**config.mk**
```make
export PLATFORM = sky130hd
export DESIGN_NAME = score_collector
export DESIGN_NICKNAME = d
export VERILOG_FILES = /design/src/rtl/score_collector.sv
export SDC_FILE = /design/constraint.sdc
export NUM_CORES = 1
export LEC_CHECK = 0
export CAP_MARGIN = 20
export CORE_ASPECT_RATIO = 1.4
export CORE_UTILIZATION = 45
export DETAILED_ROUTE_END_ITERATION = 10
export PLACE_DENSITY_LB_ADDON = 0.15
export SETUP_SLACK_MARGIN = 0.4
export SYNTH_ARGS = -nofsm -noshare
export SYNTH_HDL_FRONTEND = slang
export SYNTH_SLANG_ARGS = --single-unit
```
**constraint.sdc**
```tcl
create_clock -name clk -period 1.7 [get_ports clk]
set_input_delay 0.51 -clock clk [delete_from_list [all_inputs] [get_ports clk]]
set_output_delay 0.51 -clock clk [all_outputs]
set_load 0.01 [all_outputs]
```
**src/rtl/score_collector.sv**
```systemverilog
// Double-buffered serial-to-parallel score collector: gathers one signed score per class
// into a collect buffer and presents completed frames from a stable hold buffer.
module score_collector #(
  parameter int NUM_CLASSES = 10,
  parameter int W           = 32
) (
  input  logic                               clk,
  input  logic                               rst,
  input  logic                               in_valid,
  output logic                               in_ready,
  input  logic [W-1:0]                       in_data,
  input  logic                               in_last,
  output logic                               out_valid,
  input  logic                               out_ready,
  output logic [NUM_CLASSES*W-1:0]           out_data,
  output logic [$clog2(NUM_CLASSES+1)-1:0]   out_len,
  output logic                               short_pls,
  output logic                               err_nolast,
  input  logic                               clr_err,
  output logic [15:0]                        frame_cnt
);

  localparam int LW = $clog2(NUM_CLASSES + 1);
  localparam logic [W-1:0] MIN_SCORE = {1'b1, {(W-1){1'b0}}};

  typedef enum logic {COLLECT, PENDING} state_t;

  state_t        state_q, state_d;
  logic [LW-1:0] cnt_q, cnt_d;
  logic [LW-1:0] len_q, len_d;
  logic [W-1:0]  coll_q [NUM_CLASSES];
  logic [W-1:0]  coll_d [NUM_CLASSES];
  logic [W-1:0]  hold_q [NUM_CLASSES];
  logic [W-1:0]  hold_d [NUM_CLASSES];
  logic [LW-1:0] out_len_q, out_len_d;
  logic          out_valid_q, out_valid_d;
  logic          short_q, short_d;
  logic          err_q, err_d;
  logic [15:0]   frame_cnt_q, frame_cnt_d;

  logic accept, close, transfer;

  assign in_ready = (state_q == COLLECT);
  assign accept   = in_valid && in_ready;
  assign close    = accept && (in_last || (cnt_q == LW'(NUM_CLASSES - 1)));
  assign transfer = (state_q == PENDING) && (!out_valid_q || out_ready);

  // NOTE: every signal written here gets its hold value first, so no path leaves it
  // unassigned and no latch is inferred.
  always_comb begin
    state_d     = state_q;
    cnt_d       = cnt_q;
    len_d       = len_q;
    coll_d      = coll_q;
    hold_d      = hold_q;
    out_len_d   = out_len_q;
    out_valid_d = out_valid_q;
    short_d     = 1'b0;
    err_d       = err_q;
    frame_cnt_d = frame_cnt_q;

    if (clr_err) err_d = 1'b0;

    if (accept) begin
      coll_d[cnt_q] = in_data;
      cnt_d         = cnt_q + 1'b1;
    end

    if (close) begin
      state_d = PENDING;
      len_d   = cnt_q + 1'b1;
      cnt_d   = '0;
      // Reaching the full count without in_last overrides a same-cycle clear.
      if (!in_last) err_d = 1'b1;
    end

    if (out_valid_q && out_ready) out_valid_d = 1'b0;

    if (transfer) begin
      for (int i = 0; i < NUM_CLASSES; i++) begin
        hold_d[i] = (LW'(i) < len_q) ? coll_q[i] : MIN_SCORE;
      end
      out_len_d   = len_q;
      out_valid_d = 1'b1;
      frame_cnt_d = frame_cnt_q + 16'd1;
      short_d     = (len_q < LW'(NUM_CLASSES));
      state_d     = COLLECT;
      cnt_d       = '0;
    end
  end

  // NOTE: state uses non-blocking assignments only, so every flop samples the values
  // computed from the previous cycle regardless of statement order.
  always_ff @(posedge clk or negedge rst) begin
    if (!rst) begin
      state_q     <= COLLECT;
      cnt_q       <= '0;
      len_q       <= '0;
      out_len_q   <= '0;
      out_valid_q <= 1'b0;
      short_q     <= 1'b0;
      err_q       <= 1'b0;
      frame_cnt_q <= '0;
      // NOTE: both score buffers are reset, unlike plain storage, so out_data reads 0
      // and no partial frame survives a reset.
      for (int i = 0; i < NUM_CLASSES; i++) begin
        coll_q[i] <= '0;
        hold_q[i] <= '0;
      end
    end else begin
      state_q     <= state_d;
      cnt_q       <= cnt_d;
      len_q       <= len_d;
      coll_q      <= coll_d;
      hold_q      <= hold_d;
      out_len_q   <= out_len_d;
      out_valid_q <= out_valid_d;
      short_q     <= short_d;
      err_q       <= err_d;
      frame_cnt_q <= frame_cnt_d;
    end
  end

  always_comb begin
    out_data = '0;
    for (int i = 0; i < NUM_CLASSES; i++) out_data[i*W +: W] = hold_q[i];
  end

  assign out_valid  = out_valid_q;
  assign out_len    = out_len_q;
  assign short_pls  = short_q;
  assign err_nolast = err_q;
  assign frame_cnt  = frame_cnt_q;

endmodule

```
==> metrics <==
initial antenna violation count=0; most frequent cells in the layout=dfrtp_1 (668), nand2_1 (343), buf_4 (299); leakage power=18.2 nW; switching fraction of total power=0.298; GRT overflow=0; worst slack at placement=-551 ps; root buf cell=clkbuf_16; Overall Global Routing Usage=0.261; Main synth FF type=dfrtp_1; worst reg2reg path depth=7; NetSw=0.0146 W; RSZ-0062 raised after global routing=yes; post-route insts no fill=3394; Starting DRT DRC Count=879; largest net degree at the start of global routing=69; distinct cell type count after synthesis=38; deepest clock path buffer count=3; Max Cap Viol=0; Pint=0.0344 W; DR WL/cell=22.3 um; full die area=0.0577 mm^2; synthesized cell area=0.0255 mm^2; hpwl dp=49500 um; initial core utilization=0.458; fmax=0.555 GHz; clock latency on the worst-skew pair=620 ps; placed cell areas=0.0322 mm^2; syn_nets=1966; final setup violation count=320; Final period util=1.06; final worst slack=-102 ps; status=complete, but fails checks; Cells after Synth=1923; Num CTS Buffers=60; Buffers on Ports=381; PD cells=1400 mW/mm^2; FFs w/ async S/R, synth=1.00; worst reg2reg endpoint=coll_q[28]; number of global-route vias before repair=18500; YS warnings=0; DRC Markers=0; design area=0.0351 mm^2; Core Area=0.0556 mm^2; Max Transition Viols Final=0; H-tree depth=2; area grow syn2layout=37.5%; share of cells above drive strength 1=0.465; Hold WS=408 ps; final WL=75700 um; reg2reg setup slack=-100 ps; clock network power share=0.293; Startpoint Class=flip-flop; I/O pin cnt=382; commonest non-fill, non-tap cell in the layout=dfrtp_1; Flop pwr share=0.436; fin crit period=1800 ps; DRT antenna net count=0; Placer Congestion=0.818; drt first pass iters=5; combinational group share of total power=0.271; data arrival time of the worst path=2300 ps; EDFF count, synth=0; launching point of the worst reg2reg path=state_q; chip height=284 um; Reg clk slew, reported paths=70 ps; Final #Nets=2658; first-pass GRT wire length=114000 um; Vias/cell=5.26; site row count=102; Crit. End Element=flip-flop; largest vdd supply drop=0.000841 V; worst slew pin tran=457 ps; Die X=203 um; CP Max Fanout=8; placed cells=3045; Slew headroom=0.695; Seq/Total Area, Yosys=0.659; Antenna diodes=0; CP Data Required Time=2200 ps; flop and latch count out of synthesis=672; failing checks=negative setup slack; Crit Path Class=flip-flop to flip-flop; TritonCTS clock tree=yes; post-layout util=0.630; total clock sinks=672; Avg Cell Area, Syn=13.3 um^2; Fin Clk Skew=20.0 ps; worst hold path type=input pin to async pin; final-report hold violation count=0; total number of vias=17900
## metal layers
metal	GRT usage	vias up	part of all wire
met5	0	-	0
met1	0.344	9317	0.42
met2	0.450	453	0.52
li1	-	7985	-
met3	0.0345	106	0.042
met4	0.0748	0	0.026
## layout make-up
class / count / area, um^2
clock buffer: 89 / 1770
clock inverter: 24 / 317
fill: 4386 / 20600
inverter: 12 / 47.5
multi-input combinational: 1084 / 8350
sequential: 672 / 16800
tap: 728 / 911
timing repair buffer: 785 / 6860
## power groups by stage
stage	Combinational [W]	Clock [W]	Sequential, W
2_1_floorplan	0.00641	0	0.0214
3_3_place_gp	0.0122	0	0.0215
3_5_place_dp	0.0125	0	0.0217
4_1_cts	0.0126	0.0146	0.0213
5_1_grt	0.0143	0.0152	0.0217
6_report	0.0133	0.0144	0.0214
## flip-flops by register name, summed over array words and instances, names as in the netlist, 4 cells and up
signal     cells
frame_cnt     16
len_q          4
out_len        4
out_data     320
coll_q       320
cnt_q          4
## cell usage after synthesis, types with 2 or more instances
cell type | n | share of area
a21o_1 | 2 | 0.00059
a21oi_1 | 9 | 0.0018
a22o_1 | 156 | 0.054
a31oi_1 | 2 | 0.00049
and3_1 | 4 | 0.00098
and4_1 | 3 | 0.0010
buf_1 | 44 | 0.0065
buf_2 | 50 | 0.0098
buf_6 | 6 | 0.0026
clkbuf_1 | 54 | 0.0079
dfrtp_1 | 672 | 0.66
ha_1 | 5 | 0.0025
inv_1 | 12 | 0.0018
mux2_1 | 3 | 0.0013
mux2_2 | 262 | 0.12
mux2_4 | 56 | 0.033
nand2_1 | 354 | 0.052
nand2_2 | 2 | 0.00049
nand3_1 | 37 | 0.0073
nand4_1 | 4 | 0.00098
nor2_1 | 16 | 0.0024
nor3_1 | 4 | 0.00078
nor3b_2 | 2 | 0.00098
nor4_1 | 3 | 0.00074
o21a_1 | 2 | 0.00059
o21ai_0 | 131 | 0.026
o22ai_1 | 2 | 0.00049
xnor2_1 | 10 | 0.0034
xor2_1 | 7 | 0.0024
## how the worst max path moves through the flow
stage	start	to	depth (start not counted)	slack, ps
3_5_place_dp	in_valid	coll_q[110]	7	-550
3_3_place_gp	in_valid	coll_q[124]	7	-560
4_1_cts	state_q	in_ready	3	-130
6_report	state_q	coll_q[28]	7	-100
5_1_grt	state_q	coll_q[28]	7	-150
2_1_floorplan	state_q	coll_q[12]	6	60
## logic make-up after synthesis
| kind of cell | count (synthesis) | synth area share |
|---|---|---|
| buffers and inverters | 167 | 0.0289 |
| AO/OA/AOI/OAI | 306 | 0.0838 |
| XOR/XNOR | 17 | 0.00584 |
| flip-flops | 672 | 0.659 |
| AND/OR/NAND/NOR | 434 | 0.0695 |
| adder cells (fa/ha/maj) | 5 | 0.00245 |
| multiplexers | 322 | 0.150 |
## critical path, cell delays in order, from the launching register on
cell and delay [ps]:
dfrtp_1 400, buf_6 120, nand2b_4 170, nor3b_4 280, nand2_4 120, buf_12 140
buf_16 150, mux2_4 300
## metrics by stage
stage	TNS [ps]	total power (W)
2_1_floorplan	0	0.0278
3_3_place_gp	-226450	0.0337
3_5_place_dp	-229880	0.0341
4_1_cts	-14220	0.0485
5_1_grt	-33550	0.0512
6_report	-13460	0.0490
## timing repair
| item | CTS | global route |
|---|---|---|
| endpoints found under the hold margin | 13 | 0 |
| setup buffers | 146 | 83 |
| setup endpoints to repair | 1012 | 1013 |
| cloned | 3 | 3 |
| hold buffers | 1 | 0 |
| resized for setup | 1483 | 43 |
| pin swaps | 3 | 8 |
No activity file was read; power rests on OpenSTA's default activity.
